--- src/rtl/text_writer.sv ---
// Write stage for the 80x30 character buffer: consumes ASCII codes, keeps a text cursor and drives the buffer write port.
// Optional macro TW_LINE_CLEAR_EN clears each row that the cursor enters.
//
// state      | meaning
// -----------+--------------------------------------------------------------
// IDLE       | ready for a code; printable/control codes handled in one cycle
// CLR_SCREEN | sweeping 0x00 over the whole screen, row-major
// CLR_LINE   | (TW_LINE_CLEAR_EN only) sweeping 0x00 over the row just entered
module text_writer #(
    parameter int H_TILES    = 80,
    parameter int V_TILES    = 30,
    parameter int COL_WIDTH  = 7,
    parameter int ROW_WIDTH  = 5,
    parameter int DATA_WIDTH = 7
) (
    input  logic                  clk,
    input  logic                  rstn,
    input  logic                  char_valid,
    output logic                  char_ready,
    input  logic [DATA_WIDTH-1:0] char_in,
    output logic                  wr_en,
    output logic [COL_WIDTH-1:0]  col_w,
    output logic [ROW_WIDTH-1:0]  row_w,
    output logic [DATA_WIDTH-1:0] din,
    output logic [COL_WIDTH-1:0]  cur_col,
    output logic [ROW_WIDTH-1:0]  cur_row,
    output logic                  busy
);

    localparam logic [COL_WIDTH-1:0]  COL_LAST   = COL_WIDTH'(H_TILES - 1);
    localparam logic [ROW_WIDTH-1:0]  ROW_LAST   = ROW_WIDTH'(V_TILES - 1);
    localparam logic [COL_WIDTH-1:0]  COL_ONE    = COL_WIDTH'(1);
    localparam logic [ROW_WIDTH-1:0]  ROW_ONE    = ROW_WIDTH'(1);
    localparam logic [DATA_WIDTH-1:0] CODE_BS    = DATA_WIDTH'(8'h08);
    localparam logic [DATA_WIDTH-1:0] CODE_LF    = DATA_WIDTH'(8'h0A);
    localparam logic [DATA_WIDTH-1:0] CODE_FF    = DATA_WIDTH'(8'h0C);
    localparam logic [DATA_WIDTH-1:0] CODE_CR    = DATA_WIDTH'(8'h0D);
    localparam logic [DATA_WIDTH-1:0] CODE_PRINT = DATA_WIDTH'(8'h20);

    typedef enum logic [1:0] {
        IDLE,
        CLR_SCREEN
`ifdef TW_LINE_CLEAR_EN
        , CLR_LINE
`endif
    } state_t;

    state_t                state_q,   state_d;
    logic                  wr_en_q,   wr_en_d;
    logic [COL_WIDTH-1:0]  col_w_q,   col_w_d;
    logic [ROW_WIDTH-1:0]  row_w_q,   row_w_d;
    logic [DATA_WIDTH-1:0] din_q,     din_d;
    logic [COL_WIDTH-1:0]  cur_col_q, cur_col_d;
    logic [ROW_WIDTH-1:0]  cur_row_q, cur_row_d;
    logic [ROW_WIDTH-1:0]  row_inc;

    assign row_inc = (cur_row_q == ROW_LAST) ? '0 : cur_row_q + ROW_ONE;

    always_comb begin
        state_d   = state_q;
        wr_en_d   = 1'b0;
        col_w_d   = col_w_q;
        row_w_d   = row_w_q;
        din_d     = din_q;
        cur_col_d = cur_col_q;
        cur_row_d = cur_row_q;

        case (state_q)
            IDLE: begin
                if (char_valid) begin
                    if (char_in >= CODE_PRINT) begin
                        wr_en_d = 1'b1;
                        col_w_d = cur_col_q;
                        row_w_d = cur_row_q;
                        din_d   = char_in;
                        if (cur_col_q == COL_LAST) begin
                            cur_col_d = '0;
                            cur_row_d = row_inc;
`ifdef TW_LINE_CLEAR_EN
                            state_d   = CLR_LINE;
`endif
                        end else begin
                            cur_col_d = cur_col_q + COL_ONE;
                        end
                    end else begin
                        case (char_in)
                            CODE_CR: cur_col_d = '0;
                            CODE_LF: begin
                                cur_col_d = '0;
                                cur_row_d = row_inc;
`ifdef TW_LINE_CLEAR_EN
                                state_d   = CLR_LINE;
                                wr_en_d   = 1'b1;
                                col_w_d   = '0;
                                row_w_d   = row_inc;
                                din_d     = '0;
`endif
                            end
                            CODE_BS: begin
                                if (cur_col_q != '0) begin
                                    cur_col_d = cur_col_q - COL_ONE;
                                    wr_en_d   = 1'b1;
                                    col_w_d   = cur_col_q - COL_ONE;
                                    row_w_d   = cur_row_q;
                                    din_d     = '0;
                                end
                            end
                            CODE_FF: begin
                                state_d   = CLR_SCREEN;
                                wr_en_d   = 1'b1;
                                col_w_d   = '0;
                                row_w_d   = '0;
                                din_d     = '0;
                                cur_col_d = '0;
                                cur_row_d = '0;
                            end
                            default: ;
                        endcase
                    end
                end
            end

            // col_w/row_w double as the sweep counter; the first write was issued on entry.
            CLR_SCREEN: begin
                if (col_w_q == COL_LAST && row_w_q == ROW_LAST) begin
                    state_d = IDLE;
                end else begin
                    wr_en_d = 1'b1;
                    din_d   = '0;
                    if (col_w_q == COL_LAST) begin
                        col_w_d = '0;
                        row_w_d = row_w_q + ROW_ONE;
                    end else begin
                        col_w_d = col_w_q + COL_ONE;
                    end
                end
            end

`ifdef TW_LINE_CLEAR_EN
            // Entry after a printable wrap leaves the char write on the old row, so start the sweep first.
            CLR_LINE: begin
                if (row_w_q != cur_row_q) begin
                    wr_en_d = 1'b1;
                    col_w_d = '0;
                    row_w_d = cur_row_q;
                    din_d   = '0;
                end else if (col_w_q == COL_LAST) begin
                    state_d = IDLE;
                end else begin
                    wr_en_d = 1'b1;
                    col_w_d = col_w_q + COL_ONE;
                    din_d   = '0;
                end
            end
`endif

            default: state_d = IDLE;
        endcase
    end

    always_ff @(posedge clk or negedge rstn) begin
        if (!rstn) begin
            state_q   <= IDLE;
            wr_en_q   <= 1'b0;
            col_w_q   <= '0;
            row_w_q   <= '0;
            din_q     <= '0;
            cur_col_q <= '0;
            cur_row_q <= '0;
        end else begin
            state_q   <= state_d;
            wr_en_q   <= wr_en_d;
            col_w_q   <= col_w_d;
            row_w_q   <= row_w_d;
            din_q     <= din_d;
            cur_col_q <= cur_col_d;
            cur_row_q <= cur_row_d;
        end
    end

    assign char_ready = (state_q == IDLE);
    assign busy       = (state_q != IDLE);
    assign wr_en      = wr_en_q;
    assign col_w      = col_w_q;
    assign row_w      = row_w_q;
    assign din        = din_q;
    assign cur_col    = cur_col_q;
    assign cur_row    = cur_row_q;

endmodule

--- config.mk ---
export PLATFORM = sky130hd
export DESIGN_NAME = text_writer
export DESIGN_NICKNAME = d
export VERILOG_FILES = /design/src/rtl/text_writer.sv
export SDC_FILE = /design/constraint.sdc
export NUM_CORES = 1
export LEC_CHECK = 0
export ABC_AREA = 1
export BUFFER_PORTS_ARGS = -buffer_cell sky130_fd_sc_hd__buf_2
export CELL_PAD_IN_SITES_DETAIL_PLACEMENT = 0
export CELL_PAD_IN_SITES_GLOBAL_PLACEMENT = 1
export CORE_MARGIN = 2
export CORE_UTILIZATION = 30
export CTS_BUF_LIST = sky130_fd_sc_hd__clkbuf_4
export DETAILED_ROUTE_END_ITERATION = 16
export PLACE_DENSITY = 0.65
export REMOVE_ABC_BUFFERS = 1
export SLEW_MARGIN = 0
export SYNTH_ARGS = -nofsm -noshare
export SYNTH_HDL_FRONTEND = slang
export SYNTH_SLANG_ARGS = --single-unit
--- constraint.sdc ---
create_clock -name clk -period 2.35 [get_ports clk]
set_input_delay 0.235 -clock clk [delete_from_list [all_inputs] [get_ports clk]]
set_output_delay 0.235 -clock clk [all_outputs]
set_load 0.01 [all_outputs]
# Yosys cells after proc, flatten, opt, wreduce, memory -nomap -nowiden
# Index checks and enable logic that the tools add are counted.
[totals]
word_cells = 83
reg_bits = 34
in_bits = 10
out_inout_bits = 34
[op_classes]
magnitude_cmp = 1
eq_ne = 19
reduce_logical = 13
addsub = 5
n_mux = 38
[ops]
columns = ["op", "n"]
rows = [
  ["7-bit 2-to-1 mux", 11],
  ["7-bit one-hot mux with 2 select lines", 5],
  ["5-bit 2-to-1 mux", 8],
  ["5-bit one-hot mux with 2 select lines", 3],
  ["7-bit by 4-bit equality test with 1-bit output, second input constant", 4],
  ["7-bit by 1-bit adder with 7-bit output, second input constant", 2],
  ["7-bit equality test, second input constant", 2],
  ["4-bit AND reduction", 3],
  ["5-bit by 1-bit adder with 5-bit output, second input constant", 2],
  ["5-bit equality test, second input constant", 2],
  ["2-bit inequality test, second input constant", 5],
  ["2-bit 2-to-1 mux", 4],
  ["7-bit by 6-bit >= comparator with 1-bit output, second input constant", 1],
  ["7-bit nonzero test", 1],
  ["7-bit by 1-bit subtractor with 7-bit output, second input constant", 1],
  ["6-bit AND reduction", 1],
  ["3-bit nonzero test", 2],
  ["5-bit AND reduction", 1],
  ["1-bit 2-to-1 mux", 4],
  ["2-bit by 1-bit inequality test with 1-bit output, second input constant", 2],
  ["4-bit by 1-bit inequality test with 1-bit output, second input constant", 1],
  ["4-bit inequality test, second input constant", 1],
  ["1-bit one-hot mux with 2 select lines", 2],
  ["2-bit one-hot mux with 2 select lines", 1],
  ["6 further kinds", 7],
]

# Longest topological paths before layout
# Gate-level depths: netlist of the first run.
[depth]
depth_word = 6
depth_mapped = 11
depth_no_buf = 11

# Least setup slack after synthesis of the first run
# OpenSTA, ideal clock, no wires.
[synth_timing]
path_type = "register to register"
from = "reg col_w_q[0], in the netlist col_w[0]"
to = "reg din_q[0], in the netlist din[0]"
setup_time_ns = 0.076
n_path_buf = 1
t_required_ns = 2.274
setup_slack_ns = 0.776
arrival_ns = 1.498
stages_incl_launch_ff = 11
synth_period_minus_slack_ns = 1.574
cell_sequence = "dfrtp_1 ha_1 nand3_2 nor2_2 nand2_1 nand2_2 nand2_4 nand2_4 buf_6 nand2_1 o21ai_1"
[synth_via]
elab_chain_len = 4
[synth_lines]
columns = ["item", "line_no", "rtl"]
rows = [
  ["start, declared", "50", "logic [COL_WIDTH-1:0] col_w_q, col_w_d;"],
  ["start signal, assigned", "173", "col_w_q <= col_w_d;"],
  ["7-bit equality test", "125", "if (col_w_q == COL_LAST && row_w_q == ROW_LAST) begin"],
  ["1-bit logical AND", "125", ""],
  ["2-bit inequality test (no line)", "--", ""],
  ["5-bit AND reduction (no line)", "--", ""],
  ["end signal, assigned", "175", "din_q <= din_d;"],
  ["end, declared", "52", "logic [DATA_WIDTH-1:0] din_q, din_d;"],
]
# No other way between the ends.
# A chain may end at the register's enable or synchronous reset.

# Worst setup path after layout of the first run
[layout_timing]
from = "reg state_q[0]"
to = "out char_ready"
[layout_via]
elab_chain_len = 1
[layout_lines]
columns = ["item", "line_no", "rtl"]
rows = [
  ["start, declared", "48", "state_t state_q, state_d;"],
  ["start signal, assigned", "171", "state_q <= state_d;"],
  ["2-bit zero test", "181", "assign char_ready = (state_q == IDLE);"],
  ["end, declared", "19", "output logic char_ready,"],
]
# No other way between the ends.

==> metrics, run 1 <==
first-pass GRT wire length 11.7 mm; switching pwr a little under 700 uW; core area 0.00813 sq mm; Slew Viols, Final 0; CTS tree built; Final GP Congestion just under 0.8; XOR/XNOR Fraction of Synth Area between 3 and 4%; Worst path slowest cell dfrtp_1; Compound-Gate Fraction of Synth Area roughly 6.6%; initial antenna violation count 0; largest family of logic cells by synthesized area simple AND/OR/NAND/NOR gates; total die area approximately 0.0091 sq mm; outcome complete, no violations; net total in the final layout between 400 and 500; startpoint types flip-flop; via total after detailed routing ~2400; Critical Path, Cell by Cell inv_1 -> buf_2; Vert. Die Dim approximately 95 um; LEAKAGE approximately 0.0015 uW; Worst-Skew Late Latency roughly 0.35 ns; synthesized area around 0.0025 sq mm; Worst-path clk slew 0.10 ns; Setup CP Type reg2out; Worst Tran Pin Value 0.778 ns; share of cells above drive strength 1 between 10% and 20%; n_diodes 0; Setup Skew approximately 0.0068 ns; Yosys warnings 0; DP HPWL around 5.2 mm; synthesized flop and latch total 33; Internal 1030 uW; tightest hold margin between 0.15 and 0.2 ns; setup violators final 0; placed cell areas 0.00279 sq mm; clk root buf clkbuf_4; count of flip-flops with a built-in enable after synthesis 0; Crit. End Element output pin; Remaining Overflow, GRT 0; Worst EP arrival ~1.8 ns; Ports between 40 and 50; die width 95.3 um; Main synth FF type dfrtp_1; Routed WL 6.88 mm; combinational share of power between 30% and 40%; slew margin rel. approximately half; CTS sink cnt 33; critical path peak fanout 15; Syn Inst Count 369; synthesized area per cell between 6 and 7 sq um; HP Class in2reg; vias in the first global route approximately 2300; Post-CTS Setup Inserts 0; Simple-Gate Fraction of Synth Area between 40% and 50%; mux contribution to synthesized area 0%; WP data required approximately 2.1 ns; Rows 33; max cap viols 0; RSZ-0062 raised after global routing false; Final Hold Vio Count 0; routed len/inst around 13 um; DRT Pass-1 Iters 4; Reg2Reg Setup Slack approximately 0.5 ns; Seq/Total Area, Yosys 33.0%; Period Utilization, post-route slightly below 90%; DR iter-0 viols approximately 100; Cell variety after synth 29; residual DRC count 0; post-route cell area around 0.0028 sq mm; clock buffer count from CTS 5; IR drop worst, VDD 261 uV; adder-cell share of the synthesized area between 3 and 4%; clk buf depth 2; async set-reset flop share out of synthesis between 90% and 100%; Max Fclk 488 MHz; Clock H-tree levels 2; Initial Utilization approximately 31%; area grow syn2layout 13.9%; setup TNS 0 ns; Final min period between 2 and 2.5 ns; switching share of total power 40.1%; I/O Buffers between 40 and 50; Via density between 4 and 5; Final Util between 30% and 40%; pwr dens approximately 600 mW/mm^2; Post-DRT Antenna Nets 0; clock share of power between 10% and 20%; GRT Util Overall 16.8%; largest net degree at the start of global routing 34; sequential share of power a little under half; max incr delay on CP ~0.77 ns
## critical path, delay by kind of cell (launching register included)
kind / cells / cell delay, ns
DFF: 1 / 0.77
buffers and inverters: 2 / 0.70
## sequential cells by signal, summed over array words and instances (netlist names)
signal	flops
col_w	7
cur_col	7
cur_row	5
din	7
row_w	5
state_q	1
wr_en	1
## layer usage
metal | vias up | wire length (um) | track usage (%)
met5 | - | 0 | 0
met4 | 0 | 102 | 4.71
met3 | 11 | 286 | 2.61
met2 | 45 | 3290 | 28.1
met1 | 1101 | 3200 | 22.4
li1 | 1262 | - | -
## cells in the final DEF, fill, tap and decap left out, types with 4 or more instances in the layout
cell,n
nand2_1,145
nand3_1,28
a21oi_1,6
nor2_4,7
o21ai_1,7
ha_1,7
nand4_1,13
nand2_2,4
clkbuf_4,6
o21ai_0,9
nor2_1,39
xor2_1,10
buf_2,43
nor2_2,4
inv_1,30
dfrtp_1,33
## cell usage after synthesis (4+ instances only)
cell	instances	area [sq um]
nand2_2	4	25.0
nand2_1	145	544
a21oi_1	6	30.0
ha_1	7	87.6
nor2_4	7	78.8
xor2_1	10	87.6
nand4_1	13	81.3
inv_1	30	113
buf_2	5	25.0
nor2_2	4	25.0
nor2_1	39	146
dfrtp_1	33	826
nand3_1	28	140
o21ai_0	9	45.0
o21ai_1	7	35.0
## per-stage QoR
step / cells / power [uW] / setup slack [ns]
3_3_place_gp: 509 / 1410 / 0.454
3_5_place_dp: 509 / 1410 / 0.478
6_report: 517 / 1720 / 0.300
2_1_floorplan: 360 / 1200 / 0.785
5_1_grt: 517 / 1900 / 0.120
4_1_cts: 517 / 1760 / 0.230
## power groups by stage
stage / Sequential, uW / Combinational (uW) / Clock (uW)
2_1_floorplan: 804 / 394 / 0
3_3_place_gp: 803 / 611 / 0
3_5_place_dp: 805 / 610 / 0
4_1_cts: 795 / 615 / 348
5_1_grt: 819 / 715 / 367
6_report: 791 / 604 / 323
## area by class of cell
type / count / area [sq um]
clock buffer: 6 / 45.0
clock inverter: 1 / 3.75
fill: 903 / 5290
inverter: 32 / 120
multi-input combinational: 295 / 1490
sequential: 33 / 826
tap: 105 / 131
timing repair buffer: 45 / 233
## worst paths after layout
path                                        start              endpoint  cells past startpoint
setup / recovery           state_q[0]$_DFFE_PN0P_            char_ready                      2
hold / removal                         char_in[3]    din[3]$_DFFE_PN0P_                      3
setup reg to reg           state_q[0]$_DFFE_PN0P_  row_w[2]$_DFFE_PN0P_                      6
hold reg to reg                din[5]$_DFFE_PN0P_    din[5]$_DFFE_PN0P_                      2
max in group asynchronous                    rstn       wr_en$_DFF_PN0_                      2
min in group asynchronous                    rstn    din[5]$_DFFE_PN0P_                      2
## cells by family after synthesis
logic type                 after synthesis
and+or+nand+nor                        249
buffers and inverters                   41
DFF                                     33
AOI/OAI and AO/OA                       28
xor gates and xnor gates                11
adders and majority gates                7
## repair_timing
item,in CTS,in global routing
hold buffers,1,0
gates resized for setup,0,0
endpoints found under the hold margin,33,0
Note: power is estimated with default switching activity, not from simulation.
==> run 2: changes to the inputs <==
--- a/config.mk
+++ b/config.mk
@@ -5,15 +5,15 @@
 export SDC_FILE = /design/constraint.sdc
 export NUM_CORES = 1
 export LEC_CHECK = 0
-export ABC_AREA = 1
 export BUFFER_PORTS_ARGS = -buffer_cell sky130_fd_sc_hd__buf_2
 export CELL_PAD_IN_SITES_DETAIL_PLACEMENT = 0
 export CELL_PAD_IN_SITES_GLOBAL_PLACEMENT = 1
 export CORE_MARGIN = 2
 export CORE_UTILIZATION = 30
 export CTS_BUF_LIST = sky130_fd_sc_hd__clkbuf_4
+export CTS_CLUSTER_SIZE = 20
 export DETAILED_ROUTE_END_ITERATION = 16
-export PLACE_DENSITY = 0.65
+export PLACE_DENSITY = 0.63
 export REMOVE_ABC_BUFFERS = 1
 export SLEW_MARGIN = 0
 export SYNTH_ARGS = -nofsm -noshare
==> constraint.sdc (replaced) <==
create_clock -name clk -period 2.1 [get_ports clk]
set_input_delay 0.21 -clock clk [delete_from_list [all_inputs] [get_ports clk]]
set_output_delay 0.21 -clock clk [all_outputs]
set_load 0.01 [all_outputs]
==> metrics, run 2 <==
outcome complete, no violations (unchanged); Setup CP Type reg2reg (was reg2out); initial antenna violation count 0 (unchanged); Setup Skew 0.0133 ns (was 0.00675 ns); Final Hold Vio Count 0 (unchanged); Compound-Gate Fraction of Synth Area 23.8% (was 6.61%); LEAKAGE 0.00130 uW (was 0.00149 uW); share of cells above drive strength 1 31.5% (was 18.7%); setup TNS 0 ns (unchanged); total power 2240 uW (was 1720 uW); via total after detailed routing 2287 (was 2419); Max Fclk 502 MHz; setup violators final 0 (unchanged); clock buffer count from CTS 5 (unchanged); core area 0.00725 sq mm (was 0.00813 sq mm); Final min period about 2 ns; slew margin rel. 47.0% (was 48.1%); synthesized area per cell 8.55 sq um (was 6.77 sq um); Worst-path clk slew 0.11 ns (was 0.10 ns); max cap viols 0 (unchanged); area grow syn2layout 29.5% (was 13.9%); Cell variety after synth 62 (was 29); clock share of power 21.7% (was 18.8%); routed len/inst 15.6 um (was 13.3 um); RSZ-0062 raised after global routing false (unchanged); DRT Pass-1 Iters 5 (was 4); pwr dens 765 mW/mm^2 (was 604 mW/mm^2); mux contribution to synthesized area 2.44% (was 0%); most frequent cells in the layout buf_2, buf_4, nand2_1 (was nand2_1, buf_2, nor2_1); Final GP Congestion 0.804 (was 0.774); net total in the final layout 356 (was 429); DP HPWL 5.10 mm (was 5.19 mm); vias in the first global route 2248 (was 2319); clk root buf clkbuf_4 (unchanged); total die area 0.00823 sq mm (was 0.00907 sq mm); Internal 1460 uW (was 1030 uW); startpoint types flip-flop (unchanged); adder-cell share of the synthesized area 3.88% (was 3.51%); biggest area consumer among synthesized cells dfrtp_1 (unchanged); I/O Buffers 43 (unchanged); Crit. End Element flip-flop (was output pin); CTS sink cnt 33 (unchanged); synthesized flop and latch total 33 (unchanged); area share of the largest cell type after synthesis 36.6% (was 33.0%); largest family of logic cells by synthesized area simple AND/OR/NAND/NOR gates (unchanged); Main synth FF type dfrtp_1 (unchanged); Vert. Die Dim 90.7 um (was 95.3 um); max incr delay on CP 0.39 ns (was 0.77 ns); Simple-Gate Fraction of Synth Area 26.0% (was 45.5%); Clock H-tree levels 2 (unchanged); Worst Tran Pin Value 0.795 ns (was 0.778 ns); CTS tree built (unchanged); Yosys warnings 0 (unchanged); first-pass GRT wire length 11.5 mm (was 11.7 mm); switching pwr 778 uW (was 689 uW); top post-synthesis cells by area dfrtp_1, nand2_1, o21ai_0 (was dfrtp_1, nand2_1, nor2_1); Syn Inst Count 264 (was 369); Worst EP arrival 2.22 ns (was 1.81 ns); register area 826 sq um (unchanged); XOR/XNOR Fraction of Synth Area 1.94% (was 3.86%); WP data required 2.32 ns (was 2.12 ns); residual DRC count 0 (unchanged); Post-DRT Antenna Nets 0 (unchanged); Worst-Skew Late Latency 0.35 ns (about the same); critical path peak fanout 10 (was 15); clk buf depth 2 (unchanged); DR iter-0 viols 114 (was 101); multi-input logic area 0.00133 sq mm (was 0.00149 sq mm); Via density 5.21 (was 4.68); most frequent cell after synthesis nand2_1 (unchanged); IR drop worst, VDD 224 uV (was 261 uV); sequential share of power 35.9% (was 46.1%); Critical Path, Cell by Cell inv_1 -> ha_1 -> nor3b_2 -> a2111o_1 -> and3_4 -> buf_4 -> a2111oi_2 -> a211oi_1 (was inv_1 -> buf_2); Slew Viols, Final 0 (unchanged); synth cell count leaders nand2_1, dfrtp_1, nor2_1, o21ai_0, nand3_1 (was nand2_1, nor2_1, dfrtp_1, inv_1, nand3_1); Final Util 40.3% (was 35.0%); Initial Utilization 31.1% (was 30.7%); Period Utilization, post-route between 90% and 100%; Fillers 770 (was 903); GRT Util Overall 17.3% (was 16.8%); n_diodes 0 (unchanged); Remaining Overflow, GRT 0 (unchanged); Seq/Total Area, Yosys 36.6% (was 33.0%); die width 90.7 um (was 95.3 um); Routed WL 6.85 mm (was 6.88 mm); synthesized area 0.00226 sq mm (was 0.00250 sq mm); combinational share of power 42.4% (was 35.1%); Rows 31 (was 33); largest net degree at the start of global routing 34 (unchanged); Ports 44 (unchanged); switching share of total power 34.8% (was 40.1%); HP Class in2reg (unchanged); count of flip-flops with a built-in enable after synthesis 0 (unchanged); Worst path slowest cell a2111o_1 (was dfrtp_1); commonest non-fill, non-tap cell in the layout buf_2 (was nand2_1); async set-reset flop share out of synthesis 100% (unchanged)
==> run 2: cell count changes in the layout (fill, tap and decap cells not counted), sizes merged, moves of 6 or more <==
cell,change
nor2,-29
nand4,-12
inv,-23
nor3,+9
xor2,-8
o31ai,+6
nand2,-117
buf,+39
nand3,-17
==> run 2: logic make-up after synthesis <==
| family | after synthesis |
|---|---|
| AO/OA/AOI/OAI | 78 |
| adder cells (fa/ha/maj) | 7 |
| multiplexers | 5 |
| XOR/XNOR | 5 |
| flip-flops | 33 |
| buffers and inverters | 25 |
| AND/OR/NAND/NOR | 111 |
==> run 2: worst paths after layout <==
| check | cells after the start | slack (ns) | to | start |
|---|---|---|---|---|
| max | 8 | 0.11 | col_w[2]$_DFFE_PN0P_ | cur_col[1]$_DFFE_PN0P_ |
| min | 2 | 0.14 | din[5]$_DFFE_PN0P_ | char_in[5] |
| max reg2reg | 8 | 0.11 | col_w[2]$_DFFE_PN0P_ | cur_col[1]$_DFFE_PN0P_ |
| min reg2reg | 2 | 0.47 | din[2]$_DFFE_PN0P_ | din[2]$_DFFE_PN0P_ |
| max in group asynchronous | 2 | 1.12 | cur_col[3]$_DFFE_PN0P_ | rstn |
| min in group asynchronous | 2 | 0.47 | col_w[3]$_DFFE_PN0P_ | rstn |
==> run 2: stage by stage <==
step                      hold slack [ns]  instance area (sq um)  setup slack (ns)  instances
after detailed placement            0.351                   2800            0.0858        429
after floorplan                   -0.0856                   2170            -0.231        248
after global routing                0.132                   2920           0.00854        439
after global placement              0.349                   2800             0.118        429
final                               0.136                   2920             0.106        439
after CTS                           0.120                   2890             0.105        438
==> run 2: cell type report <==
class / instances / share of cell area (%)
multi-input cells: 206 / 45.7
flip-flops and latches: 33 / 28.3
repair buffers: 84 / 18.0
well taps: 99 / 4.24
clock inverters: 3 / 1.41
clock buffers: 5 / 1.28
inverters: 9 / 1.16
==> run 2: worst max-delay path: cells and delay by family, from the launching register on <==
family	cells	cell delay [ns]
flip-flops	1	0.38
buffers and inverters	2	0.24
adder cells (fa/ha/maj)	1	0.18
AO/OA/AOI/OAI	3	0.69
AND/OR/NAND/NOR	2	0.39
==> run 2: what timing repair did <==
item	4_1_cts	5_1_grt
setup buffers	0	1
gates resized for setup	0	4
endpoints found under the setup margin	0	9
hold buffers	1	0
hold endpoints to repair	33	0
==> run 2: metal layers <==
layer / routed length (um) / up-vias / track usage [%]
met1: 3280 / 1092 / 24.1
met4: 59 / 0 / 4.23
met5: 0 / - / 0
met2: 3160 / 59 / 27.9
met3: 338 / 5 / 3.01
li1: - / 1131 / -
==> run 2: power groups by stage <==
stage,Combinational (uW),Sequential [uW],Clock [uW]
floorplan,400,926,0
global placement,948,813,0
detailed placement,948,816,0
CTS,953,804,506
global route,1070,820,542
finish,948,802,485
